<file path="config.mk">
export PLATFORM = sky130hd
export DESIGN_NAME = lcd_bus_arbiter
export DESIGN_NICKNAME = d
export VERILOG_FILES = /design/src/rtl/lcd_bus_pkg.sv /design/src/rtl/lcd_prio_select.sv /design/src/rtl/lcd_bus_arbiter.sv
export SDC_FILE = /design/constraint.sdc
export NUM_CORES = 1
export LEC_CHECK = 0
export ABC_CLOCK_PERIOD_IN_PS = 1840
export CORE_ASPECT_RATIO = 1.25
export CORE_MARGIN = 4
export CORE_UTILIZATION = 45
export CTS_CLUSTER_DIAMETER = 120
export CTS_CLUSTER_SIZE = 20
export DETAILED_ROUTE_END_ITERATION = 7
export HOLD_SLACK_MARGIN = 0.03
export PLACE_DENSITY = 0.82
export SLEW_MARGIN = 5
export SYNTH_ARGS = -nofsm -noshare
export SYNTH_HDL_FRONTEND = slang
export SYNTH_SLANG_ARGS = --single-unit
</file>
<file path="constraint.sdc">
create_clock -name CLK -period 1.84 [get_ports CLK]
set_input_delay 0.276 -clock CLK [delete_from_list [all_inputs] [get_ports CLK]]
set_output_delay 0.276 -clock CLK [all_outputs]
set_load 0.005 [all_outputs]
</file>
<file path="src/rtl/lcd_bus_pkg.sv">
// Shared types and constants for the character-LCD write-bus arbiter.
// The state encoding, requester indices and LCD command bytes live here so the bench can use them too.
package lcd_bus_pkg;

   typedef enum logic [2:0] {
      ST_IDLE   = 3'd0,
      ST_SETUP  = 3'd1,
      ST_ENABLE = 3'd2,
      ST_HOLD   = 3'd3,
      ST_EXEC   = 3'd4
   } lcd_state_t;

   localparam int CNT_W = 17;

   localparam logic [1:0] REQ_ALARM = 2'd0;
   localparam logic [1:0] REQ_MENU  = 2'd1;
   localparam logic [1:0] REQ_CLOCK = 2'd2;

   localparam logic [7:0] CMD_CLEAR = 8'h01;
   localparam logic [7:0] CMD_HOME  = 8'h02;
   localparam logic [7:0] CMD_LINE1 = 8'h80;
   localparam logic [7:0] CMD_LINE2 = 8'hC0;

   // Clear (0x01) and home (0x02/0x03) need the long execution wait.
   function automatic logic is_long_cmd(input logic rs, input logic [7:0] data);
      return (rs == 1'b0) && (data[7:2] == 6'd0) && (data != 8'd0);
   endfunction

   function automatic logic [1:0] onehot_idx(input logic [2:0] oh);
      return oh[2] ? 2'd2 : (oh[1] ? 2'd1 : 2'd0);
   endfunction

endpackage

</file>
<file path="src/rtl/lcd_prio_select.sv">
// Lock-masked fixed-priority selector: while the owner holds its lock only the
// owner's request is eligible; otherwise the lowest-index request wins.
module lcd_prio_select
   import lcd_bus_pkg::*;
(
   input  logic [2:0] req,
   input  logic [2:0] lock,
   input  logic [1:0] owner,
   input  logic       owner_valid,
   output logic [2:0] winner,
   output logic       any,
   output logic       lock_held
);

   logic [2:0] owner_mask;
   logic [2:0] eligible;

   always_comb begin
      owner_mask = 3'b001 << owner;
      lock_held  = owner_valid && ((lock & owner_mask) != 3'b000);
      eligible   = lock_held ? (req & owner_mask) : req;
      winner     = 3'b000;
      if (eligible[REQ_ALARM])
         winner[REQ_ALARM] = 1'b1;
      else if (eligible[REQ_MENU])
         winner[REQ_MENU] = 1'b1;
      else if (eligible[REQ_CLOCK])
         winner[REQ_CLOCK] = 1'b1;
      any = (eligible != 3'b000);
   end

endmodule

</file>
<file path="src/rtl/lcd_bus_arbiter.sv">
// Owner of the HD44780-style write bus: arbitrates three requesters and walks each
// byte through setup / enable / hold / execution wait before acknowledging it.
module lcd_bus_arbiter
   import lcd_bus_pkg::*;
#(
   parameter int T_SETUP     = 2,
   parameter int T_EN        = 12,
   parameter int T_HOLD      = 2,
   parameter int T_EXEC      = 2000,
   parameter int T_EXEC_LONG = 76000
) (
   input  logic        CLK,
   input  logic        RESETN,
   input  logic [2:0]  REQ,
   input  logic [2:0]  LOCK,
   input  logic [2:0]  RS_IN,
   input  logic [23:0] DATA_IN,
   output logic [2:0]  GNT,
   output logic [2:0]  ACK,
   output logic        BUSY,
   output logic        LCD_E,
   output logic        LCD_RS,
   output logic        LCD_RW,
   output logic [7:0]  LCD_DATA
);

   localparam logic [CNT_W-1:0] SETUP_LAST = CNT_W'(T_SETUP - 1);
   localparam logic [CNT_W-1:0] EN_LAST    = CNT_W'(T_EN - 1);
   localparam logic [CNT_W-1:0] HOLD_LAST  = CNT_W'(T_HOLD - 1);
   localparam logic [CNT_W-1:0] EXEC_LAST  = CNT_W'(T_EXEC - 1);
   localparam logic [CNT_W-1:0] LONG_LAST  = CNT_W'(T_EXEC_LONG - 1);

   lcd_state_t       state, state_next;
   logic [CNT_W-1:0] cnt;
   logic [CNT_W-1:0] exec_last;
   logic [2:0]       gnt_q;
   logic             rs_q;
   logic [7:0]       data_q;
   logic [1:0]       owner_q;
   logic             owner_valid_q;
   logic [2:0]       winner;
   logic             any;
   logic             lock_held;
   logic [1:0]       win_idx;

   lcd_prio_select u_prio (
      .req         (REQ),
      .lock        (LOCK),
      .owner       (owner_q),
      .owner_valid (owner_valid_q),
      .winner      (winner),
      .any         (any),
      .lock_held   (lock_held)
   );

   assign win_idx   = onehot_idx(winner);
   assign exec_last = is_long_cmd(rs_q, data_q) ? LONG_LAST : EXEC_LAST;

   // State register, cycle counter, transfer latches and lock ownership.
   always_ff @(posedge CLK or negedge RESETN) begin
      if (!RESETN) begin
         state         <= ST_IDLE;
         cnt           <= '0;
         gnt_q         <= 3'b000;
         rs_q          <= 1'b0;
         data_q        <= 8'h00;
         owner_q       <= 2'd0;
         owner_valid_q <= 1'b0;
      end else begin
         state <= state_next;
         cnt   <= (state_next != state) ? '0 : cnt + {{(CNT_W-1){1'b0}}, 1'b1};
         if (state == ST_IDLE) begin
            if (any) begin
               gnt_q  <= winner;
               rs_q   <= RS_IN[win_idx];
               data_q <= DATA_IN[{win_idx, 3'b000} +: 8];
               if ((LOCK & winner) != 3'b000) begin
                  owner_q       <= win_idx;
                  owner_valid_q <= 1'b1;
               end else begin
                  owner_valid_q <= 1'b0;
               end
            end else if (owner_valid_q && !lock_held) begin
               owner_valid_q <= 1'b0;
            end
         end else if (state_next == ST_IDLE) begin
            gnt_q <= 3'b000;
         end
      end
   end

   always_comb begin
      state_next = state;
      case (state)
         ST_IDLE:   if (any)               state_next = ST_SETUP;
         ST_SETUP:  if (cnt == SETUP_LAST) state_next = ST_ENABLE;
         ST_ENABLE: if (cnt == EN_LAST)    state_next = ST_HOLD;
         ST_HOLD:   if (cnt == HOLD_LAST)  state_next = ST_EXEC;
         ST_EXEC:   if (cnt == exec_last)  state_next = ST_IDLE;
         default:                          state_next = ST_IDLE;
      endcase
   end

   always_comb begin
      GNT      = gnt_q;
      ACK      = 3'b000;
      BUSY     = (state != ST_IDLE);
      LCD_E    = (state == ST_ENABLE);
      LCD_RS   = rs_q;
      LCD_DATA = data_q;
      LCD_RW   = 1'b0;
      if ((state == ST_EXEC) && (cnt == exec_last))
         ACK = gnt_q;
   end

endmodule

</file>
### Word level (Yosys, flattened, before mapping)

Index checks and enable logic that the tools add are counted.

| word-level totals | value |
|---|---|
| logic and storage cells | 69 |
| flip-flop bits (word level) | 35 |

| operators by class | value |
|---|---|
| equal/unequal tests | 9 |
| $add $sub $neg | 1 |
| shift-type cells | 2 |
| order comparisons | 1 |
| multiplexer cells | 25 |
| bitwise gates (word level) | 4 |
| reduce and logical (&&, ||, !) cells | 20 |

Operators by type and width:

| operator | number |
|---|---|
| 17-bit 2-to-1 mux | 2 |
| 3-bit 2-to-1 mux | 10 |
| 24-bit by 6-bit variable part select with 8-bit output | 1 |
| 17-bit by 1-bit adder with 17-bit output, second input constant | 1 |
| 17-bit by 1-bit == test with 1-bit output, second input constant | 1 |
| 17-bit == test | 1 |
| 17-bit by 4-bit == test with 1-bit output, second input constant | 1 |
| 3-bit one-hot mux with 5 select lines | 1 |
| 3-bit nonzero test | 4 |
| 3-bit bitwise AND | 3 |
| 1-bit 2-to-1 mux | 9 |
| 8-bit nonzero test | 1 |
| 3-bit by 2-bit == test with 1-bit output, second input constant | 2 |
| 3-bit logical NOT | 2 |
| 6-bit logical NOT | 1 |
| 2-bit AND reduction | 3 |
| 1-bit logical AND | 5 |
| 2-bit 2-to-1 mux | 2 |
| 2-bit nonzero test | 2 |
| 3-bit by 1-bit == test with 1-bit output, second input constant | 1 |
| 3-bit == test, second input constant | 1 |
| 2-bit by 3-bit < comparator with 1-bit output, second input constant | 1 |
| 3-bit inequality test | 1 |
| 3-bit AND reduction | 1 |
| other kinds (5) | 5 |

### Longest topological paths before layout

Gate-level depths: netlist of the first run.

| logic depth | value |
|---|---|
| word-level depth | 12 |
| depth in mapped cells | 8 |

### By module

A second synthesis of the first run with hierarchy kept.

| unflattened totals | value |
|---|---|
| cell total of the unflattened synthesis | 223 |
| area, all modules | 2,033.2 um2 |

Modules (own cells, without submodules):

| module | cells each | area an instance (um2) | seq. area each (um2) | instances |
|---|---|---|---|---|
| lcd_bus_arbiter | 205 | 1,914.3 | 875.8 | 1 |
| lcd_prio_select | 18 | 118.9 | 0.0 | 1 |

### Worst setup path after synthesis of the first run

Ideal clock, no wire load.

| timing path | value |
|---|---|
| path type | reg2reg |
| from | reg cnt[0] |
| to | reg cnt[10] |
| data required time | 1,720 ps |
| cell stages (with the launch flop) | 8 |
| clock period less this slack | 2,009 ps |
| buffers on the path | 1 |
| arrival | 1,889 ps |
| path slack | -169 ps |
| library setup time | 120 ps |
| cell sequence | dfrtp_1 > ha_1 > nand3_1 > or4b_4 > and2_4 > a211oi_4 > buf_6 > nor3_1 |

| on the way | value |
|---|---|
| cells in the longest elaborated chain, start to end | 5 |
| elaborated cells on any way between the ends | 11 |
| classes of those cells | add/sub (1); eq/ne (4); mux (6) |

Ends and longest elaborated chain:

| what | line | source |
|---|---|---|
| start, declared | lcd_bus_arbiter.sv:34 | `logic [CNT_W-1:0] cnt;` |
| start signal, assigned | lcd_bus_arbiter.sv:71 | `cnt <= (state_next != state) ? '0 : cnt + {{(CNT_W-1){1'b0}}, 1'b1};` |
| 17-bit == test, or another cell as far along | lcd_bus_arbiter.sv:99 | `ST_EXEC: if (cnt == exec_last) state_next = ST_IDLE;` |
| 3-bit 2-to-1 mux, on equally long branches | n/a |  |
| 3-bit one-hot mux with 5 select lines | lcd_bus_arbiter.sv:94 | `case (state)` |
| 3-bit inequality test | lcd_bus_arbiter.sv:71 |  |
| 17-bit 2-to-1 mux * | lcd_bus_arbiter.sv:71 |  |

Every way passes the cells marked *; elsewhere a longest branch is shown, timed or not.
A chain may end at the register's enable or synchronous reset.

### Final worst setup path of the first run

| timing path | value |
|---|---|
| from | reg cnt[9] |
| to | out ACK[1] |

| on the way | value |
|---|---|
| cells in the longest elaborated chain, start to end | 3 |

Ends and longest elaborated chain:

| what | line | source |
|---|---|---|
| 17-bit == test | lcd_bus_arbiter.sv:112 | `if ((state == ST_EXEC) && (cnt == exec_last))` |
| 1-bit logical AND | lcd_bus_arbiter.sv:112 |  |
| 3-bit 2-to-1 mux | lcd_bus_arbiter.sv:112 |  |
| end, declared | lcd_bus_arbiter.sv:19 | `output logic [2:0] ACK,` |

No other way between the ends.

==> summary.md, run 1 <==
| Metric | Value |
|---|---|
| Status | `complete, but fails checks` |
| Pwr Density | `422 nW/µm²` |
| Die ar. | `6100 µm²` |
| Total leakage power | `about 1.7 nW` |
| Grt met3 use | `between 5 and 6%` |
| Starting density of the core | `between 40% and 50%` |
| Final hold violations | `0` |
| Final period utilization | `122%` |
| Slew Limit Fails | `0` |
| Antenna Nets Post-Route | `0` |
| Max Clock Skew | `0.0194 ns` |
| Skew-Pair Late Insertion Delay | `0.31 ns` |
| Via density | `6.07` |
| Number of synthesized register bits | `35` |
| Tmin final | `2.25 ns` |
| Dpl ws | `-0.554 ns` |
| IO buf count | `between 50 and 60` |
| DRT Pass-1 Iters | `5` |
| Hold_ws | `0.378 ns` |
| Final WL | `9.10 mm` |
| Reg2reg setup slack | `-0.40 ns` |
| Largest cells by area after synthesis | `dfrtp_1, mux2_2, mux2i_1` |
| CTS Sinks | `35` |
| Setup violators final | `35` |
| Inserted Clock Buffers | `5` |
| Worst Path Required | `1.56 ns` |
| RSZ-0062 raised after global routing | `yes` |
| M1 GR Usage | `24.7%` |
| Fraction of layout cells with a size suffix above 1 | `41.8%` |
| Area share of the largest cell type after synthesis | `39.6%` |
| First-pass GRT wire length | `~11 mm` |
| Drt drc | `0` |
| MaxCap Viol Count | `0` |
| Mapped Nets | `267` |
| DR WL/cell | `between 20 and 25 µm` |
| Post-Syn Area per Cell | `9.61 µm²` |
| Die span in y | `86.3 µm` |
| Worst Setup Start Kind | `register` |
| Cells on worst reg2reg path | `8` |
| H-Tree Depth | `2` |
| Commonest cells in the netlist | `dfrtp_1, nor3_1, nand2_1` |
| Maximum VDD drop | `0.467 mV` |
| Layout Cell Area excl Fill | `3850 µm²` |
| Largest net degree at the start of global routing | `36` |
| Die X | `approximately 70 µm` |
| Cells after synthesis | `230` |
| Post-synth ARST share | `100%` |
| Warning count from the yosys run | `0` |
| CTS root buf | `clkbuf_8` |
| Clock transition at path regs | `0.09 ns` |
| Vias in the first global route | `between 2000 and 2500` |
| Nets | `400` |
| GR Util All Layers | `23.3%` |
| Post-DP Area | `approximately 3300 µm²` |
| Rows | `28` |
| Tot Pwr | `0.00163 W` |
| Hold Crit Class | `input pin to asynchronous set/reset pin` |
| # diodes | `0` |
| Critical path class | `register to output port` |
| Layer with the highest usage | `met2` |
| Final TNS setup | `-10.22 ns` |
| Synth cell types | `49` |
| Seq/Total Area, Yosys | `39.6%` |
| EDFF count, synth | `0` |
| I/O pin cnt | `53` |
| Max Freq | `444 MHz` |
| Most used DFF post-synth | `dfrtp_1` |
| Critical Path AT | `1.97 ns` |
| Most frequent cell after synthesis | `dfrtp_1` |
| Failing checks | `setup timing` |
| Worst setup EP type | `output port` |
| Post-synth top area cell | `dfrtp_1` |
| Vias | `2573` |
| Crit-path max FO | `3` |
| Detailed placer's ending HPWL | `4.94 mm` |
| Routability cong. | `0.886` |
| Synthesized area | `2210 µm²` |
| Longest Clk Path Bufs | `2` |
| Initial antenna violation count | `0` |
| Area Overhead vs Synth | `74.2%` |
| DR iter-0 viols | `193` |
| Congestion Overflow GR | `0` |
| Fin worst setup slack | `-0.410 ns` |
| CTS tree | `done` |
| Met2 global-route usage | `44.3%` |
| Core ar. | `4730 µm²` |
placed cells by master (no fill, tap or decap), types with 3 or more instances in the layout:
cell	count
buf_4	74
clkdlybuf4s50_1	46
dfrtp_1	34
nand2_1	20
mux2_4	12
o21ai_1	12
nor2_1	11
mux2i_1	11
nand3_1	10
buf_6	10
nor3_4	9
nor3_2	9
inv_1	8
xor2_1	8
xnor2_1	8
nand4_1	7
clkbuf_8	7
nor3_1	5
nor4_2	3
nand3b_1	3
state kept, by name, summed over array words and instances, names as in the netlist:
signal         flops
LCD_RS             1
cnt               17
owner_q            2
state              3
GNT                3
owner_valid_q      1
LCD_DATA           8
routing by layer:
layer,wire [µm],share of wire [%],vias to the layer above
met5,0,0,-
met4,574,6.3,0
met3,620,6.8,57
met2,4820,53,151
met1,3090,34,1266
li1,-,-,1099
timing repair:
action | 4_1_cts | 5_1_grt
gates cloned | 1 | 2
buffers inserted | 11 | 5
setup endpoints to repair | 36 | 37
hold buffers | 0 | 0
resized for setup | 50 | 42
hold endpoints to repair | 0 | 0
pin swaps | 20 | 22
path summary, 6_finish.rpt:
path / from / endpoint
max in group asynchronous: RESETN / cnt[2]
setup reg to reg: cnt[15] / cnt[2]
setup / recovery: cnt[9] / ACK[1]
hold reg to reg: LCD_DATA[1] / LCD_DATA[1]
min in group CLK: LCD_DATA[1] / LCD_DATA[1]
hold / removal: RESETN / cnt[6]
worst max-delay path, cell delays in order, from the launching register on:
cell and delay (ns):
dfrtp_1 0.40, nor3_1 0.31, nand4_1 0.17, mux2_4 0.32
nor3_4 0.19, and2_1 0.16, buf_2 0.12
layout make-up:
class,count,area (µm²)
Clock buffer,8,100
Inverter,8,30.0
Tap cell,60,75.1
Timing Repair Buffer,138,1250
Fill cell,247,880
Multi-Input combinational cell,175,1520
Sequential cell,35,877
cell families after synthesis:
group	count (synthesis)	synth area share (%)
other cells	1	0.170
compound gates	34	11.8
xor+xnor	16	6.34
mux	24	11.6
buf+inv	20	4.93
flops	35	39.6
fa+ha+maj	2	1.13
simple gates	98	24.5
through the flow:
stage | util [%] | cells
floorplan | - | 230
global placement | 69.2 | 397
detailed placement | 69.2 | 397
CTS | 75.3 | 417
global route | 81.4 | 424
finish | 81.4 | 424
report_power, final:
group | leakage (nW) | internal (W) | switching, W
logic | 1.20 | 0.000124 | 0.0000810
registers | 0.473 | 0.000769 | 0
clock network | 0.0515 | 0.000342 | 0.000309
total | 1.72 | 0.00124 | 0.000390
Power figures use the tool's default switching activity.
==> inputs of run 2 (changes only) <==
Settings changed: CORE_MARGIN 4 to unset, CTS_CLUSTER_DIAMETER 120 to 200.
==> summary.md, run 2 (synthesized netlist as in run 1, its figures left out) <==
| Metric | Value |
|---|---|
| Status | `complete, but fails checks` |
| Failing checks | `setup timing` |
| Finished Layout Cells | `409 (-3.5%)` |
| Fraction of layout cells with a size suffix above 1 | `33.5% (-8.2 points)` |
| MaxCap Viol Count | `0 (unchanged)` |
| Longest Clk Path Bufs | `2 (unchanged)` |
| Maximum VDD drop | `0.406 mV (-13%)` |
| Commonest non-fill, non-tap cell in the layout | `buf_4` |
| Core ar. | `4730 µm² (unchanged)` |
| Layout Cell Area excl Fill | `3580 µm² (-7.0%)` |
| Inserted Clock Buffers | `5 (unchanged)` |
| Detailed placer's ending HPWL | `4.63 mm (-6.4%)` |
| Final hold violations | `0 (unchanged)` |
| Routed met3 length | `309 µm (-50%)` |
| IO buf count | `51 (unchanged)` |
| Final WL | `7.36 mm (-19%)` |
| Tmin final | `2.32 ns (+0.0741 ns)` |
| DR iter-0 viols | `133 (-31%)` |
| R2R Path Start | `cnt[15]` |
| Area Overhead vs Synth | `62.1%` |
| Post-DP Area | `3210 µm² (-1.8%)` |
| Vias in the first global route | `2522 (+2.8%)` |
| Vias | `2333 (-9.3%)` |
| # diodes | `0 (unchanged)` |
| Worst Path Required | `1.56 ns (about the same)` |
| Metal2 WL | `4.16 mm (-14%)` |
| CTS root buf | `clkbuf_8` |
| Slew Limit Fails | `0 (unchanged)` |
| Worst Setup Start Kind | `register` |
| Core Util, Final | `75.7% (-5.7 points)` |
| Max reg flops | `17 (unchanged)` |
| CTS tree | `done` |
| Die span in y | `80.3 µm (-6.9%)` |
| Max Used Layer | `met4` |
| Max Clock Skew | `0.0107 ns (-0.00871 ns)` |
| Antenna Nets Post-Route | `0 (unchanged)` |
| Pwr Density | `444 nW/µm² (+5.2%)` |
| Nets | `385 (-3.8%)` |
| RSZ-0062 raised after global routing | `yes` |
| M1 WL | `2.64 mm (-15%)` |
| Routability cong. | `0.914 (+3.1%)` |
| Drt drc | `0 (unchanged)` |
| Placed Instances | `389 (-2.0%)` |
| Rows | `28 (unchanged)` |
| H-Tree Depth | `2 (unchanged)` |
| Hold Crit Class | `input pin to asynchronous set/reset pin` |
| Final period utilization | `126% (+4.0 points)` |
| Cts hold-fix bufs | `0 (unchanged)` |
| Max Freq | `430 MHz (-3.2%)` |
| Top reg by flops | `cnt` |
| Skew-Pair Late Insertion Delay | `0.30 ns (about the same)` |
| Tot Pwr | `0.00159 W (-2.1%)` |
| Total leakage power | `1.60 nW (-7.0%)` |
| DR WL/cell | `18.0 µm (-16%)` |
| Fill count | `294 (+19%)` |
| Die ar. | `5200 µm² (-15%)` |
| Most frequent cells in the layout | `buf_4, clkdlybuf4s50_1, dfrtp_1` |
| Hold_ws | `0.397 ns (+0.0186 ns)` |
| Critical path class | `register to output port` |
| Largest net degree at the start of global routing | `36 (unchanged)` |
| Clock transition at path regs | `0.07 ns (-0.02 ns)` |
| Fin worst setup slack | `-0.484 ns (-0.0741 ns)` |
| DRT Pass-1 Iters | `4 (-1)` |
| Critical Path AT | `2.05 ns (+0.08 ns)` |
| Congestion Overflow GR | `0 (unchanged)` |
| Via density | `5.70 (-6.0%)` |
| Initial antenna violation count | `0 (unchanged)` |
| Starting density of the core | `46.7% (unchanged)` |
| Worst setup EP type | `output port` |
| CTS Sinks | `35 (unchanged)` |
| First-pass GRT wire length | `11.5 mm (+1.6%)` |
| I/O pin cnt | `53 (unchanged)` |
| GR Util All Layers | `29.5% (+6.1 points)` |
| Die X | `64.7 µm (-8.5%)` |
| Crit path from | `cnt[15]` |
| Setup violators final | `35 (unchanged)` |
| Crit-path max FO | `3 (unchanged)` |
==> run 2: cell count changes in the layout (fill, tap and decap cells not counted), sizes merged <==
cell	delta
buf	-13
clkbuf	-2
clkdlybuf4s50	-1
dlymetal6s2s	+1
==> run 2: worst paths after layout <==
kind / slack [ns] / depth (start not counted) / to
setup / recovery: -0.48 / 5 / ACK[1]
hold / removal: 0.40 / 2 / cnt[10]
setup reg to reg: -0.41 / 8 / cnt[4]
hold reg to reg: 0.55 / 2 / LCD_DATA[1]
max in group asynchronous: 1.11 / 2 / cnt[2]
min in group CLK: 0.55 / 2 / LCD_DATA[1]
==> run 2: layout make-up <==
class                      count  area (µm²)  area share [%]
multi-input combinational    175        1390            38.7
tap                           60        75.1            2.10
clock buffer                   8         100            2.80
timing repair buffer         123        1110            31.1
sequential                    35         876            24.5
inverter                       8        30.0           0.839
==> run 2: report_power, final <==
part	switching, W	total, W	leakage (nW)	internal (W)
Combinational	0.0000736	0.000195	1.08	0.000122
Clock	0.000285	0.000627	0.0515	0.000342
Sequential	0	0.000769	0.474	0.000769
Total	0.000359	0.00159	1.60	0.00123
==> run 2: worst max-delay path, cell delays in order (launching register included) <==
cell and delay (ns):
dfrtp_1 0.42, nor4_4 0.31, or4b_4 0.54, nor3_4 0.21, and2_1 0.17, buf_2 0.12
==> run 2: per-stage QoR <==
step | TNS [ns] | setup slack [ns]
after floorplan | -1.58 | -0.151
after global placement | -9.58 | -0.487
after detailed placement | -12.38 | -0.641
after CTS | -9.64 | -0.461
after global routing | -12.80 | -0.547
final | -10.75 | -0.484
==> run 2: timing repair <==
action,4_1_cts,5_1_grt
cloned,2,0
setup buffers,10,1
gates resized for setup,54,9
pin swaps,15,18
setup endpoints to repair,36,37
==> run 2: metal layers <==
metal,track usage (%),vias to the layer above
met5,0,-
met4,15.6,0
met3,6.53,24
met2,57.3,78
met1,28.2,1155
li1,-,1076
